[src/rtl/module_bcd_conv_arbiter.sv]
// ----------------------------------------------------------------------------
// module_bcd_conv_arbiter
// Shared sequential binary-to-BCD converter (double-dabble, one iteration per
// clock) serving two requesters with round-robin arbitration. Each channel
// keeps its own registered BCD result.
//
// Optional feature: define BCD_LEADING_BLANK_EN to add per-channel leading-
// zero blanking masks (o_blank0 / o_blank1).
//
// Ports:
//   i_clk     system clock, rising edge
//   i_rst_n   asynchronous active-low reset
//   i_req     per-channel conversion request (level, bit k = channel k)
//   i_bin0/1  channel operands, sampled when the request is accepted
//   o_ack     one-cycle pulse, request accepted
//   o_done    one-cycle pulse, channel result updated
//   o_busy    conversion in flight
//   o_grant   channel owning the engine (valid while o_busy)
//   o_bcd0/1  per-channel BCD results, digit 0 in [3:0]
//   o_blank0/1 (BCD_LEADING_BLANK_EN only) leading-zero blanking masks
// ----------------------------------------------------------------------------
module module_bcd_conv_arbiter #(
   parameter int unsigned WIDTH  = 12,
   parameter int unsigned DIGITS = 4
) (
   input  logic                  i_clk,
   input  logic                  i_rst_n,
   input  logic [1:0]            i_req,
   input  logic [WIDTH-1:0]      i_bin0,
   input  logic [WIDTH-1:0]      i_bin1,
   output logic [1:0]            o_ack,
   output logic [1:0]            o_done,
   output logic                  o_busy,
   output logic                  o_grant,
   output logic [4*DIGITS-1:0]   o_bcd0,
   output logic [4*DIGITS-1:0]   o_bcd1
`ifdef BCD_LEADING_BLANK_EN
   ,
   output logic [DIGITS-1:0]     o_blank0,
   output logic [DIGITS-1:0]     o_blank1
`endif
);

   localparam int unsigned BCD_W = 4 * DIGITS;
   localparam int unsigned CNT_W = $clog2(WIDTH + 1);

   // Elaboration guard: the BCD field must hold the largest operand.
   function automatic longint unsigned pow10(input int unsigned n);
      longint unsigned r;
      r = 64'd1;
      for (int unsigned i = 0; i < n; i++) begin
         r = r * 64'd10;
      end
      return r;
   endfunction

   localparam longint unsigned DEC_RANGE = pow10(DIGITS);
   localparam longint unsigned BIN_MAX   = (64'd1 << WIDTH) - 64'd1;

   generate
      if (DEC_RANGE <= BIN_MAX) begin : g_bad_digits
         $error("module_bcd_conv_arbiter: DIGITS too small for WIDTH");
      end
   endgenerate

   typedef enum logic [1:0] {
      IDLE = 2'd0,
      CONV = 2'd1,
      DONE = 2'd2
   } state_t;

   state_t             state;
   logic               last_grant;
   logic [CNT_W-1:0]   cnt;
   logic [WIDTH-1:0]   shreg;
   logic [BCD_W-1:0]   acc;

   logic [BCD_W-1:0]   acc_adj_c;
   logic [BCD_W-1:0]   acc_next_c;
   logic               sel_c;

   // Add-3 correction on every nibble >= 5, then shift in the operand MSB.
   always_comb begin
      acc_adj_c = acc;
      for (int i = 0; i < int'(DIGITS); i++) begin
         if (acc[4*i +: 4] >= 4'd5) begin
            acc_adj_c[4*i +: 4] = acc[4*i +: 4] + 4'd3;
         end
      end
      acc_next_c = {acc_adj_c[BCD_W-2:0], shreg[WIDTH-1]};
   end

   // Round-robin pick: single request wins outright, a tie goes away from
   // the last served channel.
   always_comb begin
      sel_c = i_req[1];
      if (i_req == 2'b11) begin
         sel_c = ~last_grant;
      end
   end

`ifdef BCD_LEADING_BLANK_EN
   logic [DIGITS-1:0] blank_c;

   // Digit i blanks when it and every higher digit is zero; digit 0 never blanks.
   always_comb begin
      blank_c = '0;
      blank_c[DIGITS-1] = (acc[BCD_W-1 -: 4] == 4'd0);
      for (int i = int'(DIGITS) - 2; i >= 0; i--) begin
         blank_c[i] = blank_c[i+1] && (acc[4*i +: 4] == 4'd0);
      end
      blank_c[0] = 1'b0;
   end
`endif

   // Control FSM, datapath and registered outputs.
   always_ff @(posedge i_clk or negedge i_rst_n) begin
      if (!i_rst_n) begin
         state      <= IDLE;
         last_grant <= 1'b1;
         cnt        <= '0;
         shreg      <= '0;
         acc        <= '0;
         o_ack      <= 2'b00;
         o_done     <= 2'b00;
         o_busy     <= 1'b0;
         o_grant    <= 1'b0;
         o_bcd0     <= '0;
         o_bcd1     <= '0;
`ifdef BCD_LEADING_BLANK_EN
         o_blank0   <= {{(DIGITS-1){1'b1}}, 1'b0};
         o_blank1   <= {{(DIGITS-1){1'b1}}, 1'b0};
`endif
      end else begin
         o_ack  <= 2'b00;
         o_done <= 2'b00;
         case (state)
            IDLE: begin
               o_busy <= 1'b0;
               if (i_req != 2'b00) begin
                  shreg   <= sel_c ? i_bin1 : i_bin0;
                  acc     <= '0;
                  o_grant <= sel_c;
                  cnt     <= CNT_W'(WIDTH);
                  o_ack   <= sel_c ? 2'b10 : 2'b01;
                  o_busy  <= 1'b1;
                  state   <= CONV;
               end
            end
            CONV: begin
               acc   <= acc_next_c;
               shreg <= {shreg[WIDTH-2:0], 1'b0};
               cnt   <= cnt - CNT_W'(1);
               if (cnt == CNT_W'(1)) begin
                  state <= DONE;
               end
            end
            DONE: begin
               if (o_grant) begin
                  o_bcd1   <= acc;
`ifdef BCD_LEADING_BLANK_EN
                  o_blank1 <= blank_c;
`endif
                  o_done   <= 2'b10;
               end else begin
                  o_bcd0   <= acc;
`ifdef BCD_LEADING_BLANK_EN
                  o_blank0 <= blank_c;
`endif
                  o_done   <= 2'b01;
               end
               last_grant <= o_grant;
               state      <= IDLE;
            end
            default: begin
               state <= IDLE;
            end
         endcase
      end
   end

endmodule

[config.mk]
export PLATFORM = sky130hd
export DESIGN_NAME = module_bcd_conv_arbiter
export DESIGN_NICKNAME = d
export VERILOG_FILES = /design/src/rtl/module_bcd_conv_arbiter.sv
export SDC_FILE = /design/constraint.sdc
export NUM_CORES = 1
export LEC_CHECK = 0
export BUFFER_PORTS_ARGS = -buffer_cell sky130_fd_sc_hd__buf_2
export CAP_MARGIN = 20
export CORE_AREA = 3 3 82 84
export DETAILED_ROUTE_END_ITERATION = 6
export DIE_AREA = 0 0 85 87
export PLACE_DENSITY = 0.77
export RECOVER_POWER = 50
export REMOVE_ABC_BUFFERS = 1
export SLEW_MARGIN = 20
export SYNTH_ARGS = -nofsm -noshare
export SYNTH_HDL_FRONTEND = slang
export SYNTH_SLANG_ARGS = --single-unit
[constraint.sdc]
create_clock -name i_clk -period 1.7 [get_ports i_clk]
set_input_delay 0.085 -clock i_clk [delete_from_list [all_inputs] [get_ports i_clk]]
set_output_delay 0.085 -clock i_clk [all_outputs]
set_load 0.01 [all_outputs]
After elaboration in Yosys (flattened, before gate mapping)
Index checks and enable logic that the tools add are counted.
- bits in registers: 73
- bits of input ports: 28
- output and inout bits: 38
- word-level logic and storage cells: 57
- add/subtract/negate cells: 5
- $lt $le $gt $ge: 4
- eq/ne operators: 6
- mux-type cells: 21
- bitwise logic cells: 2
- reductions and logical operators: 8
- operator list (kind ; number):
    one-hot mux 16 bit (2 select lines) ; 1
    two-way mux 12 bit ; 2
    one-hot mux 12 bit (2 select lines) ; 1
    >= comparator 4 x 3 -> 1 bit, second input constant ; 4
    two-way mux 16 bit ; 1
    two-way mux 4 bit ; 4
    two-way mux 2 bit ; 7
    adder 4 x 2 -> 4 bit, second input constant ; 3
    AND reduction 2 bit ; 5
    one-hot mux 4 bit (2 select lines) ; 1
    == test 2 bit, second input constant ; 2
    == test 4 x 1 -> 1 bit, second input constant ; 1
    inequality test 2 bit, second input constant ; 2
    one-hot mux 2 bit (2 select lines) ; 1
    nonzero test 2 bit ; 2
    subtractor 4 x 1 -> 4 bit, second input constant ; 1
    adder 3 x 2 -> 3 bit, second input constant ; 1
    two-way mux 3 bit ; 1
    == test 2 x 1 -> 1 bit, second input constant ; 1
    zero test 2 bit ; 1
    two-way mux 1 bit ; 2
    NOT 1 bit ; 2

Logic depth before layout (Yosys ltp)
Gate-level depths: netlist of the first run.
- depth after elaboration: 5
- gate-level depth with buffers: 6
- mapped depth without buffers: 6

Worst setup path after synthesis of the first run
OpenSTA, ideal clock, no wires.
- path type: reg-to-reg
- start: register acc[8]
- end: register acc[10]
- setup time: 0.121 ns
- data arrival time: 1.287 ns
- setup slack: 0.292 ns
- cell stages (with the launch flop): 7
- buffers on the path: 0
- period minus slack after synthesis: 1.408 ns
- cell sequence: dfrtp_1 > inv_1 > ha_1 > nand2b_1 > a21oi_1 > mux2i_1 > a22o_1
- cells in the longest elaborated chain, start to end: 3
- elaborated cells on any way between the ends: 4
- those cells by class: 1 x add/sub; 1 x order compare; 2 x mux
- ends and longest elaborated chain (item ; RTL line ; text):
    start: declaration ; 76 ; logic [BCD_W-1:0] acc;
    start signal: assignment ; 151 ; acc <= acc_next_c;
    adder 4 x 2 -> 4 bit / >= comparator 4 x 3 -> 1 bit (equally long branches) ; 87, 86 ;
    two-way mux 4 bit (*) ; 86 ; if (acc[4*i +: 4] >= 4'd5) begin
    one-hot mux 16 bit (2 select lines) (*) ; 137 ; case (state)
Mark *: on every way between the ends. The rest lies on a longest branch, timed or not.
A chain may end at the register's enable or synchronous reset.

Worst setup path in the final report of the first run
Same ends and word-level chain as after synthesis.

==> results of run 1 <==
-- cells in the final DEF (no fill, tap or decap) --
master	n
dlygate4sd3_1	2
dfstp_1	1
o311ai_0	1
clkbuf_8	12
buf_4	7
inv_1	10
nor2_1	1
nor4_2	1
o211ai_1	1
a21oi_2	1
nand3b_1	1
o21ai_1	31
a22o_1	4
o21ai_0	10
and3_1	1
buf_12	3
clkinv_2	1
clkinvlp_4	1
dfrtp_1	72
or2_1	1
mux2_2	4
xnor2_1	5
a22oi_1	11
mux2i_1	16
mux2_1	12
a21o_1	1
nor3_1	6
clkbuf_2	2
nor2_4	1
nand2_1	52
and2b_1	1
buf_2	47
a21oi_1	7
and2_1	1
clkbuf_1	19
inv_2	1
nand2b_1	6
ha_1	10
nand3_1	5
nor3b_1	3
-- cell type report --
type | instances | area [um2] | share of cell area
flip-flops and latches | 73 | 1828 | 0.4734
inverters | 11 | 41.29 | 0.01069
clock inverters | 2 | 12.51 | 0.003240
clock buffers | 13 | 168.9 | 0.04375
well taps | 75 | 93.84 | 0.02430
repair buffers | 79 | 445.4 | 0.1154
multi-input cells | 194 | 1271 | 0.3292
-- layer usage --
layer / track usage / vias up / wire (um) / share of wire
li1: - / 1167 / - / -
met1: 0.2558 / 1120 / 2986 / 0.46
met2: 0.2895 / 75 / 3033 / 0.47
met3: 0.03595 / 10 / 364 / 0.056
met4: 0.08921 / 0 / 108 / 0.017
met5: 0 / - / 0 / 0
-- worst max path at each step --
| stage | from | end | slack [ns] | cells after the start |
|---|---|---|---|---|
| 6_report | acc[8]$_DFFE_PN0P_ | acc[10]$_DFFE_PN0P_ | 0.08 | 6 |
| 4_1_cts | acc[9]$_DFFE_PN0P_ | acc[10]$_DFFE_PN0P_ | 0.07 | 6 |
| 2_1_floorplan | last_grant$_DFFE_PN1N_ | shreg[0]$_DFFE_PN0P_ | 0.26 | 4 |
| 5_1_grt | acc[8]$_DFFE_PN0P_ | acc[10]$_DFFE_PN0P_ | 0.0008 | 6 |
| 3_3_place_gp | acc[8]$_DFFE_PN0P_ | acc[10]$_DFFE_PN0P_ | 0.24 | 6 |
| 3_5_place_dp | acc[9]$_DFFE_PN0P_ | acc[10]$_DFFE_PN0P_ | 0.11 | 6 |
-- cell families after synthesis --
kind of cell / share of synthesized area
simple gates: 0.1149
compound gates: 0.1196
xor+xnor: 0.01354
flops: 0.5654
fa+ha+maj: 0.03870
buf+inv: 0.04257
mux: 0.1053
-- sequential cells by signal (all words and copies together), names as in the netlist --
signal / cells
o_bcd1: 16
o_grant: 1
acc: 16
cnt: 4
state: 2
o_bcd0: 16
o_ack: 2
last_grant: 1
o_done: 2
shreg: 12
o_busy: 1
-- timing repair --
item,4_1_cts,5_1_grt
resized for setup,0,1
setup endpoints to repair,0,1
endpoints found under the hold margin,73,0
hold buffers,2,0
-- worst register-to-register path, delay by kind of cell (launching register included) --
kind            cells  cell delay [ns]
compound gates      2             0.47
fa+ha+maj           1             0.21
buf+inv             1             0.13
flops               1             0.43
mux                 1             0.25
simple gates        1             0.07
-- power by group through the flow --
stage	Sequential, W	Combinational [W]	Clock [W]
floorplan	0.00262	0.00124	0
global placement	0.00265	0.00180	0
detailed placement	0.00268	0.00190	0
CTS	0.00265	0.00191	0.00128
global route	0.00273	0.00211	0.00135
finish	0.00266	0.00189	0.00124
-- stage by stage --
stage | worst slack [ns] | std cells | hold WS [ns] | area, um2 | total power [W]
after global routing | 0.0008378 | 447 | 0.02587 | 3861 | 0.006187
after floorplan | 0.2615 | 278 | -0.2106 | 3137 | 0.003868
final | 0.08038 | 447 | 0.01366 | 3861 | 0.005783
after CTS | 0.07381 | 447 | 0.004056 | 3885 | 0.005850
after detailed placement | 0.1123 | 430 | 0.1467 | 3684 | 0.004585
after global placement | 0.2414 | 430 | 0.1405 | 3684 | 0.004448
==> flow_summary.ini, run 1 <==
[setup_path]
r2r-start = acc[8]$_DFFE_PN0P_
crit_family = compound AO/OA/AOI/OAI gates
cp.arrival_ns = 1.90
ff2ff_setup_slack_ns = 0.08
crit_buf_inv = 1
worst_setup_path_start_kind = flop
cp_cell_sequence = inv_1 -> ha_1 -> nand2b_1 -> a21oi_1 -> mux2i_1 -> a22o_1
crit_path_max_fanout = 6
endpoint_kind = flop
critPathSlowestCell = dfrtp_1
crit_type = flop to flop
rr_endpoint = acc[10]$_DFFE_PN0P_
cpPeakStageDelay_ns = 0.43
crit_required_ns = 1.98
r2r_cells = 6

[logic_synthesis]
synth_cells = 292
synth_seq_cells = 73
yosysMostFrequentCell = dfrtp_1
async_reset_ff_frac = 1.000
yosys_warnings = 0
synth-edff-count = 0
synth.distinct_cells = 35
yosysTopAreaCellShare = 0.5573
synth_top_area_cell = dfrtp_1
ys_seq_area_frac = 0.5654
syn-cell-area_um2 = 3233
syn_avg_cell_area_um2 = 11.07
yosys-top-cells-count = dfrtp_1, nand2_1, o21ai_1
synthTopCellsByArea = dfrtp_1, nand2_1, mux2i_1, o21ai_1, mux2_1
synth_flop_cell = dfrtp_1

[pwr]
switching_share = 0.3544
pwr-share-seq = 0.459
clockPowerShare = 0.215
ir_drop_uv = 804.8
p_int_w = 0.003733
powerDensity_nw_per_um2 = 1498
p_leak_nw = 1.981
comb_power_share = 0.326
p_sw_w = 0.002049

[die]
core_area_um2 = 5991
die-width_um = 85
io_pins = 66
dieArea_um2 = 7395
num_rows = 28
die_y_um = 87
initial_core_util = 0.5397

[clock_tree]
clock_latency_ns = 0.34
clockRootBuffer = clkbuf_8
cts_buffers = 9
clkTransAtPathRegs_ns = 0.07
cts.sinks = 73
post_cts_buffers = 0
htree_levels = 3
cts_tree = yes
cts.path.max_buffers = 2

[global_route]
gr-usage-all-layers = 0.1872
grt_pass1_vias = 2318
grt_pass1_wl_um = 10830
antenna_found_initial = 0
grt_overflow = 0
grt_max_degree = 41

[sta]
setup_tns_ns = 0
fin_crit_sh = 0.9527
skew_ns = 0.004574
relSlewSlack = 0.3497
finalSetupViolations = 0
slew_violations = 0
hold_viol = 0
period_needed_ns = 1.620
max_freq_mhz = 617.4
rsz0062_at_grt = no
worst_pin_slew_ns = 0.9754

[routing]
vias = 2372
dr.pass1.iters = 4
drc = 0
wl_um = 6493
viasPerCell = 5.306
ant_nets = 0
drt_iter0_markers = 134
wl_per_cell_um = 14.53

[worst_hold_path]
hp-class = input port to flop
hold_end = shreg[9]$_DFFE_PN0P_
worstHoldStart = i_bin1[9]
hold_depth = 3

[final_layout]
n_antenna_cell = 0
fill_cells = 506
syn2layout_area_growth_pct = 19.43
finish.net_count = 406
final_core_util = 0.6445
drive_gt1_frac = 0.2177

[run]
maxCapViolations = 0

[placement]
hpwl_um = 4634
place_congestion = 0.8495
portBuffers = 65

[outcome]
status = finished clean
(Power assumes the default switching activity.)
==> inputs of run 2 (changes only) <==
--- a/config.mk
+++ b/config.mk
@@ -7,9 +7,9 @@
 export LEC_CHECK = 0
 export BUFFER_PORTS_ARGS = -buffer_cell sky130_fd_sc_hd__buf_2
 export CAP_MARGIN = 20
-export CORE_AREA = 3 3 82 84
+export CORE_AREA = 2 2 81 83
 export DETAILED_ROUTE_END_ITERATION = 6
-export DIE_AREA = 0 0 85 87
+export DIE_AREA = 0 0 83 85
 export PLACE_DENSITY = 0.77
 export RECOVER_POWER = 50
 export REMOVE_ABC_BUFFERS = 1
==> constraint.sdc (replaced) <==
create_clock -name i_clk -period 1.8 [get_ports i_clk]
set_input_delay 0.09 -clock i_clk [delete_from_list [all_inputs] [get_ports i_clk]]
set_output_delay 0.09 -clock i_clk [all_outputs]
set_load 0.01 [all_outputs]
==> flow_summary.ini, run 2 (synthesized netlist as in run 1, its figures left out) <==
[sta]
worst_pin_slew_ns = 0.6890
fin_ws_ns = 0.2202
relSlewSlack = 0.5407
skew_ns = 0.008036
period_needed_ns = 1.580
hold_viol = 0
fin_crit_sh = 0.8777
hold_slack_ns = 0.01221
rsz0062_at_grt = no
finalSetupViolations = 0
setup_tns_ns = 0
max_freq_mhz = 633.0
slew_violations = 0

[placement]
portBuffers = 65
place_congestion = 0.8435
dp_slack_ns = 0.2457
hpwl_um = 4294
placed_area_um2 = 3659
dp.cells = 430

[setup_path]
crit_path_max_fanout = 6
r2r-start = acc[8]$_DFFE_PN0P_
cp.arrival_ns = 1.87
r2r_cells = 6
ff2ff_setup_slack_ns = 0.22
worst_setup_path_start_kind = flop
rr_endpoint = acc[10]$_DFFE_PN0P_
crit_type = flop to flop
endpoint_kind = flop
crit_required_ns = 2.09

[final_layout]
fill_cells = 536
finalInstanceArea_um2 = 3827
syn2layout_area_growth_pct = 18.38
top_regs = acc: 16 flops, o_bcd0: 16 flops, o_bcd1: 16 flops
finalNonFillerCells = 447
finish.net_count = 404
final_common_cell = dfrtp_1
regArea_um2 = 1828
drive_gt1_frac = 0.1595
multi_input_area_um2 = 1267
n_antenna_cell = 0
mostFrequentLayoutCells = dfrtp_1, nand2_1, clkbuf_1, o21ai_1, buf_2

[die]
io_pins = 66
dieArea_um2 = 7055
die-width_um = 83
die_y_um = 85
core_area_um2 = 6205
initial_core_util = 0.5211
num_rows = 29

[pwr]
p_leak_nw = 1.897
p_int_w = 0.003685
pwr-share-seq = 0.449
p_sw_w = 0.001874
powerDensity_nw_per_um2 = 1452
switching_share = 0.3372
comb_power_share = 0.305
ir_drop_uv = 694.7
clockPowerShare = 0.247

[clock_tree]
clkTransAtPathRegs_ns = 0.07
cts_resized = 0
clockRootBuffer = clkbuf_8
clock_latency_ns = 0.35
htree_levels = 3
cts_buffers = 9
cts.sinks = 73
cts_hold_buf = 2
cts.path.max_buffers = 2
cts_tree = yes
post_cts_buffers = 0

[routing]
drt_iter0_markers = 91
viasPerCell = 5.273
vias = 2357
wl_per_cell_um = 13.82
wl_um = 6177
ant_nets = 0
dr.pass1.iters = 4
drc = 0

[global_route]
grt_max_degree = 30
antenna_found_initial = 0
grt_pass1_wl_um = 10590
gr-usage-all-layers = 0.1888
grt_pass1_vias = 2374
grt_overflow = 0

[outcome]
status = finished clean

[worst_hold_path]
hold_end = shreg[3]$_DFFE_PN0P_
hold_depth = 3
worstHoldStart = i_bin1[3]
hp-class = input port to flop

[run]
maxCapViolations = 0
## run 2: layout make-up
| type | instances | area share |
|---|---|---|
| multi-input cells | 194 | 0.3312 |
| well taps | 77 | 0.02517 |
| flip-flops and latches | 73 | 0.4776 |
| clock inverters | 3 | 0.01700 |
| clock buffers | 12 | 0.03792 |
| inverters | 11 | 0.01079 |
| repair buffers | 77 | 0.1004 |
## run 2: how the worst max path moves through the flow
stage | start | endpoint | cells after the start
after floorplan | last_grant$_DFFE_PN1N_ | shreg[0]$_DFFE_PN0P_ | 4
after global placement | acc[8]$_DFFE_PN0P_ | acc[10]$_DFFE_PN0P_ | 6
after detailed placement | acc[8]$_DFFE_PN0P_ | acc[10]$_DFFE_PN0P_ | 6
after CTS | acc[8]$_DFFE_PN0P_ | acc[10]$_DFFE_PN0P_ | 6
after global routing | acc[8]$_DFFE_PN0P_ | acc[10]$_DFFE_PN0P_ | 6
final | acc[8]$_DFFE_PN0P_ | acc[10]$_DFFE_PN0P_ | 6
## run 2: power by group through the flow
stage	clock network, W	registers, W	logic (W)
3_3_place_gp	0	0.00249	0.00166
6_report	0.00137	0.00249	0.00169
5_1_grt	0.00146	0.00256	0.00193
3_5_place_dp	0	0.00251	0.00174
4_1_cts	0.00140	0.00249	0.00176
2_1_floorplan	0	0.00248	0.00117
## run 2: through the flow
step / power [W] / util
after CTS: 0.005641 / 0.6267
after floorplan: 0.003653 / -
after global placement: 0.004151 / 0.5896
after global routing: 0.005953 / 0.6169
after detailed placement: 0.004247 / 0.5896
final: 0.005559 / 0.6169
## run 2: layer usage
layer  share of wire  up-vias  global-route usage  wire length (um)
met3           0.048        9             0.05253               298
met4           0.014        0             0.08048                88
li1                -     1158                   -                 -
met1            0.45     1134              0.2311              2798
met2            0.48       56              0.3167              2991
met5               0        -                   0                 0
## run 2: critical path, cell delays in order, from the launching register on
cell and delay, ns:
dfrtp_1 0.43, inv_1 0.13, ha_1 0.20, nand2b_1 0.07
a21oi_1 0.29, mux2i_1 0.25, a22o_1 0.15
